## src/rtl/pb_io_pkg.sv

```systemverilog
// Shared constants and address-decode helpers for the PicoBlaze I/O register file.
// Used by pb_io_regfile and pb_io_irq.
package pb_io_pkg;

    localparam int unsigned DATA_W          = 8;
    localparam int unsigned MAX_PORTS       = 16;
    localparam logic [7:0]  ALT_OFFSET_DEF  = 8'h10;
    localparam logic [7:0]  RB_BASE_DEF     = 8'h20;
    localparam logic [7:0]  STATUS_ADDR_DEF = 8'hFF;

    // True when port_id selects port k at its primary or mirrored address.
    function automatic logic addr_hit(input logic [7:0] port_id, input int unsigned k,
                                      input logic [7:0] offset);
        logic [7:0] base;
        base = k[7:0];
        return (port_id == base) || (port_id == 8'(base + offset));
    endfunction

    function automatic logic windows_overlap(input int unsigned a0, input int unsigned n0,
                                             input int unsigned a1, input int unsigned n1);
        return (a0 < a1 + n1) && (a1 < a0 + n0);
    endfunction

endpackage

```

## src/rtl/pb_io_irq.sv

```systemverilog
// Interrupt pending flag with an 8-bit saturating counter of requests that arrived
// while an interrupt was already pending.
module pb_io_irq
    import pb_io_pkg::*;
(
    input  logic              i_clk,
    input  logic              i_rst,
    input  logic              i_req,
    input  logic              i_ack,
    input  logic              i_clr,
    output logic              o_interrupt,
    output logic [DATA_W-1:0] o_missed
);

    logic              r_pending;
    logic [DATA_W-1:0] r_missed;
    logic              w_inc;

    assign w_inc = i_req && r_pending && !i_ack;

    always_ff @(posedge i_clk) begin
        if (i_rst) begin
            r_pending <= 1'b0;
            r_missed  <= '0;
        end else begin
            // A new request wins over a simultaneous ack.
            if (i_req) begin
                r_pending <= 1'b1;
            end else if (i_ack) begin
                r_pending <= 1'b0;
            end
            if (i_clr) begin
                r_missed <= w_inc ? 8'd1 : 8'd0;
            end else if (w_inc && (r_missed != 8'hFF)) begin
                r_missed <= r_missed + 8'd1;
            end
        end
    end

    assign o_interrupt = r_pending;
    assign o_missed    = r_missed;

endmodule

```

## src/rtl/pb_io_regfile.sv

```systemverilog
// Parametrised KCPSM6 I/O register file: mirrored input/output ports, registered read
// path, status register and interrupt handshake. PB_IO_READBACK_EN adds output readback.
module pb_io_regfile
    import pb_io_pkg::*;
#(
    parameter int unsigned N_IN        = 8,
    parameter int unsigned N_OUT       = 8,
    parameter logic [7:0]  ALT_OFFSET  = ALT_OFFSET_DEF,
    parameter logic [7:0]  RB_BASE     = RB_BASE_DEF,
    parameter logic [7:0]  STATUS_ADDR = STATUS_ADDR_DEF,
    parameter logic [7:0]  OUT_RESET   = 8'h00
) (
    input  logic                  sysclk,
    input  logic                  sysreset,
    input  logic [7:0]            port_id,
    input  logic                  write_strobe,
    input  logic                  read_strobe,
    input  logic [7:0]            io_data_in,
    output logic [7:0]            io_data_out,
    input  logic [N_IN*DATA_W-1:0]  in_ports,
    output logic [N_OUT*DATA_W-1:0] out_ports,
    input  logic                  interrupt_request,
    output logic                  interrupt,
    input  logic                  interrupt_ack
);

    localparam int unsigned N_MAX = (N_IN > N_OUT) ? N_IN : N_OUT;
    localparam int unsigned ALT_I = int'(ALT_OFFSET);
    localparam int unsigned RB_I  = int'(RB_BASE);
    localparam int unsigned ST_I  = int'(STATUS_ADDR);

    if (N_IN < 1 || N_IN > MAX_PORTS || N_OUT < 1 || N_OUT > MAX_PORTS) begin : g_bad_count
        $error("pb_io_regfile: N_IN and N_OUT must be in 1..16");
    end

    if (windows_overlap(0, N_MAX, ALT_I, N_MAX) || windows_overlap(0, N_MAX, RB_I, N_OUT) ||
        windows_overlap(ALT_I, N_MAX, RB_I, N_OUT) || windows_overlap(ST_I, 1, 0, N_MAX) ||
        windows_overlap(ST_I, 1, ALT_I, N_MAX) || windows_overlap(ST_I, 1, RB_I, N_OUT) ||
        (ALT_I + N_MAX > 256) || (RB_I + N_OUT > 256)) begin : g_bad_map
        $error("pb_io_regfile: address windows overlap");
    end

    logic [N_OUT*DATA_W-1:0] r_out;
    logic [DATA_W-1:0]       r_rd_data;
    logic [DATA_W-1:0]       w_rd_data;
    logic [DATA_W-1:0]       w_missed;
    logic                    w_status_clr;

    assign w_status_clr = read_strobe && (port_id == STATUS_ADDR);

    pb_io_irq u_irq (
        .i_clk       (sysclk),
        .i_rst       (sysreset),
        .i_req       (interrupt_request),
        .i_ack       (interrupt_ack),
        .i_clr       (w_status_clr),
        .o_interrupt (interrupt),
        .o_missed    (w_missed)
    );

    always_ff @(posedge sysclk) begin
        if (sysreset) begin
            for (int unsigned k = 0; k < N_OUT; k++) begin
                r_out[8*k +: 8] <= OUT_RESET;
            end
        end else if (write_strobe) begin
            for (int unsigned k = 0; k < N_OUT; k++) begin
                if (addr_hit(port_id, k, ALT_OFFSET)) begin
                    r_out[8*k +: 8] <= io_data_in;
                end
            end
        end
    end

    // Priority: status, then readback window, then input decode.
    always_comb begin
        w_rd_data = '0;
        if (port_id == STATUS_ADDR) begin
            w_rd_data = w_missed;
        end
`ifdef PB_IO_READBACK_EN
        else if ((port_id >= RB_BASE) && (int'(port_id) < RB_I + N_OUT)) begin
            for (int unsigned k = 0; k < N_OUT; k++) begin
                if (port_id == 8'(RB_BASE + k[7:0])) begin
                    w_rd_data = r_out[8*k +: 8];
                end
            end
        end
`endif
        else begin
            for (int unsigned k = 0; k < N_IN; k++) begin
                if (addr_hit(port_id, k, ALT_OFFSET)) begin
                    w_rd_data = in_ports[8*k +: 8];
                end
            end
        end
    end

    always_ff @(posedge sysclk) begin
        if (sysreset) begin
            r_rd_data <= '0;
        end else begin
            r_rd_data <= w_rd_data;
        end
    end

    assign io_data_out = r_rd_data;
    assign out_ports   = r_out;

endmodule

```

## config.mk

```make
export PLATFORM = sky130hd
export DESIGN_NAME = pb_io_regfile
export DESIGN_NICKNAME = d
export VERILOG_FILES = /design/src/rtl/pb_io_pkg.sv /design/src/rtl/pb_io_irq.sv /design/src/rtl/pb_io_regfile.sv
export SDC_FILE = /design/constraint.sdc
export NUM_CORES = 1
export LEC_CHECK = 0
export BUFFER_PORTS_ARGS = -buffer_cell sky130_fd_sc_hd__buf_2
export CAP_MARGIN = 25
export CORE_UTILIZATION = 50
export CTS_CLUSTER_DIAMETER = 120
export CTS_CLUSTER_SIZE = 14
export DETAILED_ROUTE_END_ITERATION = 10
export PLACE_DENSITY = 0.93
export SLEW_MARGIN = 15
export SYNTH_ARGS = -nofsm -noshare
export SYNTH_HDL_FRONTEND = slang
export SYNTH_SLANG_ARGS = --single-unit
```

## constraint.sdc

```tcl
create_clock -name sysclk -period 5.22 [get_ports sysclk]
set_input_delay 0.783 -clock sysclk [delete_from_list [all_inputs] [get_ports sysclk]]
set_output_delay 0.783 -clock sysclk [all_outputs]
set_load 0.1 [all_outputs]
```

== After elaboration in Yosys (flattened, before gate mapping) ==
Cells that the tools add are included.
Operators by class
  reduce and logical (&&, ||, !) cells: 24
  $add $sub $neg: 1
  mux-type cells: 14
  eq/ne operators: 17
Operators with widths (count)
  $mux W8: 11
  $eq A8 B5 Y1 const B: 8
  $eq A8 B3 Y1 const B: 4
  $eq A8 B2 Y1 const B: 2
  $reduce_and A2 Y1: 8
  $add A8 B1 Y8 const B: 1
  $eq A8 B1 Y1 const B: 1
  $eq A8 B8 Y1 const B: 1
  $logic_not A8 Y1: 1
  $logic_or A1 B1 Y1: 8
  $ne A8 B8 Y1 const B: 1
  $logic_and A1 B1 Y1: 4
  $reduce_bool A2 Y1: 2
  $mux W1: 3
  $logic_not A1 Y1: 1
Storage, ports and cells
  bits of input ports: 86
  word-level logic and storage cells: 67
  bits in registers: 81
  output and inout port bits: 73

== Depth between registers and ports, before layout ==
Gate-level depths: netlist of run 1.
  word-level depth: 11
  mapped depth: 6
  gate-level depth less buffers: 5

== By module ==
Synthesis of run 1 repeated with hierarchy kept, for this count alone.
Second synthesis, totals
  cell total of the unflattened synthesis: 408
  area, all modules: 3744.8 um^2
Modules (own cells, without submodules)
  pb_io_regfile: area an instance 3289.4 um^2, cells each 358, instances 1, sequential area each 1441.4 um^2
  pb_io_irq: area an instance 455.4 um^2, cells each 50, instances 1, sequential area each 180.2 um^2

== Least setup slack after synthesis of run 1 ==
No wires, ideal clock.
  kind: input -> register
  start point: in port_id[3]
  end point: reg r_out[24] (netlist: out_ports[24])
  arrival time: 2.115 ns
  data required time: 5.092 ns
  setup time: 0.128 ns
  path slack: 2.978 ns
  cell stages on the path: 5
  buffers on the path: 1
  cells stage by stage: or4_4 buf_6 nor3_4 mux2i_1 nor2_1
Between the ends
  longest elaborated chain between the ends: 3
  elaborated cells between the ends (all ways): 4
  those cells by class: eq/ne: 2; reduce/logical: 2
RTL lines
  start, declared: RTL line pb_io_regfile.sv:15  | input logic [7:0] port_id,
  $eq A8 B2 Y1 / $eq A8 B5 Y1 (equally long branches): RTL line pb_io_pkg.sv:16  | return (port_id == base) || (port_id == 8'(base + offset));
  $logic_or A1 B1 Y1 *: RTL line pb_io_pkg.sv:16
  $reduce_and A2 Y1 (no line) *
  end signal, assigned by index: RTL line pb_io_regfile.sv:69  | r_out[8*k +: 8] <= io_data_in;
  end, declared: RTL line pb_io_regfile.sv:43  | logic [N_OUT*DATA_W-1:0] r_out;
Mark *: on every way between the ends. The rest lies on a longest branch, timed or not.
A chain may end at the register's enable or synchronous reset.

== Final worst setup path of run 1 ==
  start point: in port_id[1]
  end point: reg r_rd_data[4] (netlist: io_data_out[4])
Between the ends
  longest elaborated chain between the ends: 11
  elaborated cells between the ends (all ways): 34
  those cells by class: eq/ne: 16; mux: 9; reduce/logical: 9
RTL lines
  $eq A8 B5 Y1 / $logic_not A8 Y1 (equally long branches): RTL line pb_io_pkg.sv:16
  $logic_or A1 B1 Y1: RTL line pb_io_pkg.sv:16
  $mux W8 (8 in series): RTL line pb_io_regfile.sv:92  | if (addr_hit(port_id, k, ALT_OFFSET)) begin
  $mux W8 *: RTL line pb_io_regfile.sv:78  | if (port_id == STATUS_ADDR) begin
  end signal, assigned: RTL line pb_io_regfile.sv:103  | r_rd_data <= w_rd_data;
  end, declared: RTL line pb_io_regfile.sv:44  | logic [DATA_W-1:0] r_rd_data;
Marked as above.

==> impl_metrics.yaml, run 1 <==
routing:
  drc: 0
  vias: 3742
  routed_wl_mm: 10.9
  postRouteAntennaNets: 0
  first_iter_violations: 296
  wl_per_cell_um: 16.6
  vias_per_cell: 5.70
  first_pass_iters: 5
outcome:
  outcome: "complete, no violations"
clock_tree:
  numClockSinks: 81
  postCtsHoldBufs: 0
  cts_inserted_buffers: 9
  cts_setup_buffers: 0
  tritoncts: "done"
  htreeDepth: 3
  cts-root-buf: "clkbuf_8"
  post_cts_resized: 0
  path_clk_slew_ns: 0.09
  clockBufferDepth: 2
  clock_latency_ns: 0.35
yosys:
  synth_edf_count: 0
  synthTopCellsByCount: "dfxtp_1 (81), mux2i_1 (81), nor2_1 (80)"
  syn-cell-area_um2: 3850
  ys_seq_area_share_pct: 42.1
  netlist.area_leader.share_pct: 42.1
  yosysWarnings: 0
  yosysTopAreaCell: "dfxtp_1"
  ys_top_cells_by_area: "dfxtp_1 (42%), mux2i_1 (21%), nor2_1 (7.8%)"
  synthArstFlopShare_pct: 0
  syn_inst: 420
  ys_types: 40
  synth_flop_cell: "dfxtp_1"
  syn-num-nets: 507
  avgSynthCellArea_um2: 9.18
  ys_seq_elements: 81
floorplan:
  die_y_um: 89.8
  chipWidth_um: 89.8
  die_area_um2: 8060
  ios: 159
  core-area_um2: 7370
  row_count: 31
  initial_utilization_pct: 52.3
place:
  dp_hpwl_mm: 7.84
  gp_congestion: 0.868
  portBuffers: 158
  placed_cells: 641
grt:
  antenna_found_initial: 0
  grt_pass1_vias: 3634
  grt_overflow: 0
  grt_usage_pct: 28.0
  grt_pass1_wl_mm: 17.9
  grt_start_max_net_pins: 76
run:
  maxCapViolCount: 0
sta:
  finalSetupTns_ns: 0
  skew_ns: 0.00601
  fin_hold_ws_ns: 0.500
  slew_viol_final: 0
  finalCritPeriodShare_pct: 50.7
  max_clock_freq_ghz: 0.378
  fin_crit_ns: 2.64
  tightest_slew_ns: 0.903
  relSlewSlack_pct: 39.8
  setup_viol: 0
  rsz0062_at_grt: "false"
  final_hold_viol_count: 0
worst_setup_path:
  critPathCaptureType: "flop"
  path_class: "input pin to flop"
  start_kind: "input pin"
  crit_fanout: 49
  crit_arrival_ns: 2.87
  reg2reg_slack_ns: 3.67
  crit_required_ns: 5.45
hold_path:
  hold_class: "flop to flop"
pwr:
  leakage_nw: 2.48
  ir_worst_vdd_uv: 197
  p_per_area_nw_per_um2: 247
layout:
  area.growth.synth_to_final_pct: 24.7
  final_cells: 657
  fin_nets: 640
  drive_gt1_share_pct: 32.3
  diodes: 0
  fillers: 635
[stage by stage]
step                      util [%]  total power [mW]  cell area, µm²  worst slack (ns)
after floorplan                  -             0.720            3850              2.98
after global placement        62.6             0.766            4610              2.28
after detailed placement      62.6             0.770            4610              2.13
after CTS                     65.1              1.19            4800              2.51
after global routing          65.2              1.23            4810              2.42
final                         65.2              1.19            4810              2.58
[power breakdown]
part | internal, mW | switching, mW | leakage, nW
combinational | 0.0482 | 0.0884 | 1.73
clock | 0.192 | 0.237 | 0.0976
sequential | 0.620 | 0.00179 | 0.653
total | 0.860 | 0.327 | 2.48
[cells in the final DEF, fill, tap and decap left out, types with 3 or more instances in the layout]
master,count
a2111oi_0,7
a21oi_1,18
a41oi_1,8
buf_2,158
clkbuf_8,10
dfxtp_1,81
inv_6,3
mux2i_1,81
nand2_1,6
nand2b_1,9
nand3_1,3
nand4_1,5
nor2_1,80
nor2b_1,11
nor3_1,17
o211ai_1,3
o21ai_0,9
o22ai_1,8
o31a_1,8
xor2_1,5
[worst max-delay path, stage by stage]
cell,delay (ns)
buf_2,0.68
nand2_1,0.38
or3_1,0.67
o21ai_0,0.27
a21oi_1,0.07
[flip-flops by register name (all words and copies together) (netlist names)]
| name | cells |
|---|---|
| io_data_out | 8 |
| out_ports | 64 |
| u_irq.o_missed | 8 |
| u_irq.o_interrupt | 1 |
[area by class of cell]
| cell class | count | area, µm² | area share [%] |
|---|---|---|---|
| clock buffers | 10 | 138 | 2.86 |
| clock inverters | 6 | 48.8 | 1.02 |
| inverters | 1 | 3.75 | 0.0781 |
| multi-input cells | 301 | 2070 | 43.1 |
| flip-flops and latches | 81 | 1620 | 33.7 |
| well taps | 99 | 124 | 2.58 |
| repair buffers | 159 | 798 | 16.6 |
[path summary, 6_finish.rpt]
path | startpoint | end | cells past startpoint
min | out_ports[63] | out_ports[63] | 2
max | port_id[1] | io_data_out[4] | 5
max reg2reg | u_irq.o_missed[1] | u_irq.o_missed[1] | 5
min reg2reg | out_ports[63] | out_ports[63] | 2
[kinds of logic (layout without fill, tap and decap cells)]
kind of cell | Yosys count | in the layout | share of synthesized area [%]
compound gates | 66 | 66 | 11.8
xor+xnor | 7 | 7 | 1.59
fa+ha+maj | 1 | 1 | 0.325
buf+inv | 38 | 176 | 4.38
flops | 81 | 81 | 42.1
mux | 81 | 81 | 21.0
simple gates | 146 | 146 | 18.8
[routing by layer]
metal / GRT usage (%) / vias to the layer above / part of all wire [%]
met2: 46.5 / 186 / 49
met5: 0 / - / 0
met4: 14.5 / 0 / 3.7
met3: 4.99 / 37 / 6.6
met1: 34.7 / 1753 / 41
li1: - / 1766 / -
Power figures use the tool's default switching activity.
==> run 2, diff against run 1 <==
ABC_AREA = 1   (was default)
CORE_UTILIZATION = 48   (was 50)
PLACE_DENSITY = 0.9   (was 0.93)
clock period = 2.8 ns   (was 5.22 ns; I/O delays follow)
==> impl_metrics.yaml, run 2 <==
sta:
  final_hold_viol_count: 0
  tightest_slew_ns: 0.518
  relSlewSlack_pct: 65.7
  fin_crit_ns: 1.80
  worst_slack_ns: 0.997
  skew_ns: 0.00269
  finalCritPeriodShare_pct: 64.4
  max_clock_freq_ghz: 0.555
  finalSetupTns_ns: 0
  slew_viol_final: 0
  rsz0062_at_grt: "false"
  setup_viol: 0
  fin_hold_ws_ns: 0.298
clock_tree:
  tritoncts: "done"
  post_cts_resized: 0
  cts-root-buf: "clkbuf_8"
  cts_setup_buffers: 0
  clock_latency_ns: 0.34
  cts_inserted_buffers: 9
  postCtsHoldBufs: 0
  path_clk_slew_ns: 0.09
  htreeDepth: 3
  clockBufferDepth: 2
  numClockSinks: 81
layout:
  area.growth.synth_to_final_pct: 28.2
  fin_nets: 782
  final_common_cell: "buf_2"
  diodes: 0
  final_cell_mix: "buf_2 (158), nand2_1 (120), dfxtp_1 (81)"
  largest_reg_flops: 64
  drive_gt1_share_pct: 28.1
yosys:
  synth_top_family_by_area: "simple AND/OR/NAND/NOR gates"
  avgSynthCellArea_um2: 6.87
  synthArstFlopShare_pct: 0
  synthMuxAreaShare_pct: 0
  ys_seq_area_share_pct: 43.4
  ys_top_cells_by_area: "dfxtp_1 (43%), nand2_1 (12%), a21oi_1 (10%)"
  netlist.area_leader.share_pct: 43.4
  yosysWarnings: 0
  synth_xor_area_share_pct: 0.937
  synth-compound-area-share_pct: 16.1
  syn-num-nets: 631
  yosys.area_share.simple_pct: 28.9
  syn-cell-area_um2: 3740
  synth_flop_cell: "dfxtp_1"
  syn_inst: 544
  ys_seq_elements: 81
  yosysTopAreaCell: "dfxtp_1"
  synth_fa_ha_area_share_pct: 0.335
  synth_edf_count: 0
  yosysMostFrequentCell: "nand2_1"
  ys_types: 28
  synthTopCellsByCount: "nand2_1 (120), dfxtp_1 (81), a21oi_1 (75)"
place:
  pre_cts_ws_ns: 0.736
  portBuffers: 158
  gp_congestion: 0.937
  dp_hpwl_mm: 8.56
floorplan:
  chipWidth_um: 90.3
  ios: 159
  core-area_um2: 7410
  die_area_um2: 8150
  row_count: 31
  die_y_um: 90.3
  initial_utilization_pct: 50.5
grt:
  grt_usage_pct: 27.7
  grt_pass1_vias: 3799
  grt_overflow: 0
  antenna_found_initial: 0
  grt_pass1_wl_mm: 17.8
  grt_start_max_net_pins: 35
hold_path:
  hold_path_startpoint: "interrupt_request"
  hold_class: "input pin to flop"
  hold_depth: 3
  hold_end: "u_irq.o_interrupt"
outcome:
  outcome: "complete, no violations"
worst_setup_path:
  reg2reg_slack_ns: 1.0
  start_kind: "flop"
  crit_required_ns: 3.04
  crit_fanout: 6
  critPathCaptureType: "flop"
  r2r-start: "u_irq.o_missed[0]"
  reg2reg_depth: 9
  path_class: "flop to flop"
  crit_arrival_ns: 2.04
  reg2reg_to: "u_irq.o_missed[3]"
pwr:
  p_per_area_nw_per_um2: 476
  ir_worst_vdd_uv: 272
  leakage_nw: 2.23
  power_mw: 2.28
routing:
  first_pass_iters: 5
  vias: 4129
  routed_wl_mm: 11.6
  postRouteAntennaNets: 0
  wl_per_cell_um: 14.5
  drc: 0
  vias_per_cell: 5.17
  first_iter_violations: 232
run:
  maxCapViolCount: 0
==> run 2: cell type report <==
class	instances	area, µm²
Clock buffer	9	124
Clock inverter	7	88.8
Fill cell	640	2610
Inverter	74	278
Multi-Input combinational cell	366	1730
Sequential cell	81	1620
Tap cell	99	124
Timing Repair Buffer	163	828
==> run 2: worst max-delay path by stage <==
stage	start	endpoint	slack [ns]	cells past startpoint
5_1_grt	u_irq.o_missed[0]	u_irq.o_missed[3]	0.82	9
2_1_floorplan	u_irq.o_interrupt	u_irq.o_missed[5]	1.0	7
3_3_place_gp	port_id[5]	out_ports[58]	0.80	10
6_report	u_irq.o_missed[0]	u_irq.o_missed[3]	1.0	9
3_5_place_dp	port_id[5]	out_ports[61]	0.74	10
4_1_cts	u_irq.o_missed[0]	u_irq.o_missed[3]	1.02	9
==> run 2: through the flow <==
stage / std cells / instance area (µm²) / util (%)
finish: 799 / 4790 / 64.7
global route: 799 / 4790 / 64.7
CTS: 799 / 4790 / 64.7
detailed placement: 783 / 4580 / 61.8
global placement: 783 / 4580 / 61.8
floorplan: 544 / 3740 / -
==> run 2: cell families after synthesis <==
| logic type | Yosys count |
|---|---|
| flops | 81 |
| fa+ha+maj | 1 |
| xor+xnor | 4 |
| compound gates | 119 |
| simple gates | 242 |
| buf+inv | 97 |
==> run 2: power breakdown <==
part | switching, mW | internal, mW | total, mW
Sequential | 0.00449 | 1.16 | 1.16
Combinational | 0.154 | 0.0686 | 0.222
Clock | 0.470 | 0.429 | 0.899
Total | 0.628 | 1.66 | 2.28
==> run 2: per-layer routing <==
layer	vias to the layer above	part of all wire, %	track usage [%]
met2	181	49	47.6
met4	0	4.3	15.5
met3	48	5.6	4.29
met1	1841	41	33.0
met5	-	0	0
li1	2059	-	-
==> run 2: worst max-delay path: stages, from the launching register on <==
cell and delay (ns):
dfxtp_1 0.43, ha_1 0.20, nand2_1 0.09, nor3_1 0.25, nand3_1 0.11, nand2_1 0.18
inv_1 0.14, nand2_1 0.09, xor2_1 0.15, nor2_1 0.05
==> run 3, diff against run 2 <==
clock period = 1.8 ns   (was 2.8 ns; I/O delays follow)
==> impl_metrics.yaml, run 3 (same netlist as run 2, synthesis figures left out) <==
hold_path:
  hold_path_startpoint: "interrupt_request"
  hold_depth: 3
  hold_class: "input pin to flop"
routing:
  routed_wl_mm: 11.5
  wl_per_cell_um: 14.2
  drc: 0
  vias: 4293
  vias_per_cell: 5.31
  first_pass_iters: 4
  postRouteAntennaNets: 0
  first_iter_violations: 234
floorplan:
  die_y_um: 90.3
  ios: 159
  core-area_um2: 7410
  chipWidth_um: 90.3
  row_count: 31
  initial_utilization_pct: 50.5
  die_area_um2: 8150
clock_tree:
  clock_latency_ns: 0.35
  cts-root-buf: "clkbuf_8"
  path_clk_slew_ns: 0.08
  tritoncts: "done"
  cts_inserted_buffers: 9
  numClockSinks: 81
  clockBufferDepth: 2
  htreeDepth: 3
  postCtsHoldBufs: 0
place:
  gp_congestion: 0.951
  portBuffers: 158
  dp_hpwl_mm: 8.43
  placed_area_um2: 4660
  placed_cells: 792
sta:
  slew_viol_final: 0
  fin_crit_ns: 1.63
  final_hold_viol_count: 0
  rsz0062_at_grt: "false"
  setup_viol: 0
  relSlewSlack_pct: 66.0
  skew_ns: 0.00779
  finalSetupTns_ns: 0
  max_clock_freq_ghz: 0.615
  finalCritPeriodShare_pct: 90.4
  tightest_slew_ns: 0.513
layout:
  final_cell_mix: "buf_2 (158), nand2_1 (119), dfxtp_1 (80)"
  drive_gt1_share_pct: 29.5
  fillers: 620
  multi_input_area_um2: 1740
  fin_nets: 791
  final_util_pct: 65.8
  diodes: 0
  final_common_cell: "buf_2"
  final_cells: 808
  area.growth.synth_to_final_pct: 30.4
  fin_area_um2: 4870
  largest_reg_flops: 64
  regArea_um2: 1620
worst_setup_path:
  r2r-start: "u_irq.o_missed[1]"
  reg2reg_depth: 9
  critPathCaptureType: "flop"
  startpoint: "u_irq.o_missed[1]"
  crit_arrival_ns: 1.86
  path_class: "flop to flop"
  crit_required_ns: 2.04
  start_kind: "flop"
  crit_fanout: 6
pwr:
  p_per_area_nw_per_um2: 718
  ir_worst_vdd_uv: 421
  leakage_nw: 2.27
grt:
  grt_pass1_wl_mm: 18.3
  antenna_found_initial: 0
  grt_start_max_net_pins: 42
  grt_usage_pct: 28.2
  grt_pass1_vias: 3815
  grt_overflow: 0
outcome:
  outcome: "complete, no violations"
run:
  maxCapViolCount: 0
-- run 3: cell count changes in the layout (fill, tap and decap cells not counted), sizes merged --
cell and change:
clkbuf +1, buf +9, clkinvlp +2, clkinv -2, inv -1
-- run 3: final cells by class --
type / instances / area share, %
Tap cell: 99 / 2.54
Sequential cell: 81 / 33.3
Timing Repair Buffer: 172 / 18.6
Clock inverter: 6 / 1.36
Clock buffer: 10 / 2.82
Inverter: 74 / 5.70
Multi-Input combinational cell: 366 / 35.7
-- run 3: worst max-delay path, cell delays in order, from the launching register on --
cell	delay, ns
dfxtp_1	0.38
ha_1	0.18
nand2_1	0.09
nor3_2	0.20
nand3_1	0.12
nand2_2	0.13
inv_1	0.12
nand2_1	0.10
xor2_1	0.15
nor2_1	0.06
-- run 3: timing repair --
item / in CTS / in global routing
setup endpoints to repair: 0 / 6
hold endpoints to repair: 0 / 0
resized for setup: 0 / 2
buffers inserted: 0 / 0
-- run 3: power breakdown --
| part | switching, mW | internal [mW] | total, mW |
|---|---|---|---|
| Combinational | 0.239 | 0.113 | 0.352 |
| Sequential | 0.00621 | 1.80 | 1.81 |
| Clock | 0.660 | 0.680 | 1.34 |
| Total | 0.906 | 2.59 | 3.50 |
-- run 3: final timing paths --
kind / slack, ns / to
worst min-delay path: 0.13 / u_irq.o_interrupt
worst min register to register: 0.45 / out_ports[46]
worst max register to register: 0.17 / u_irq.o_missed[3]
worst max-delay path: 0.17 / u_irq.o_missed[3]
-- run 3: metrics by stage --
step	hold slack, ns	power, mW	worst slack, ns
floorplan	0.387	2.03	0.323
global placement	0.430	2.19	0.0878
detailed placement	0.435	2.19	-0.00779
CTS	0.128	3.50	0.121
global route	0.130	3.61	0.00297
finish	0.134	3.50	0.174
-- run 3: routing by layer --
metal	track usage (%)	up-vias	part of all wire (%)
met1	34.9	1967	40
met3	6.57	42	7.4
met5	0	-	0
met4	12.0	0	3.9
met2	46.9	213	49
li1	-	2071	-
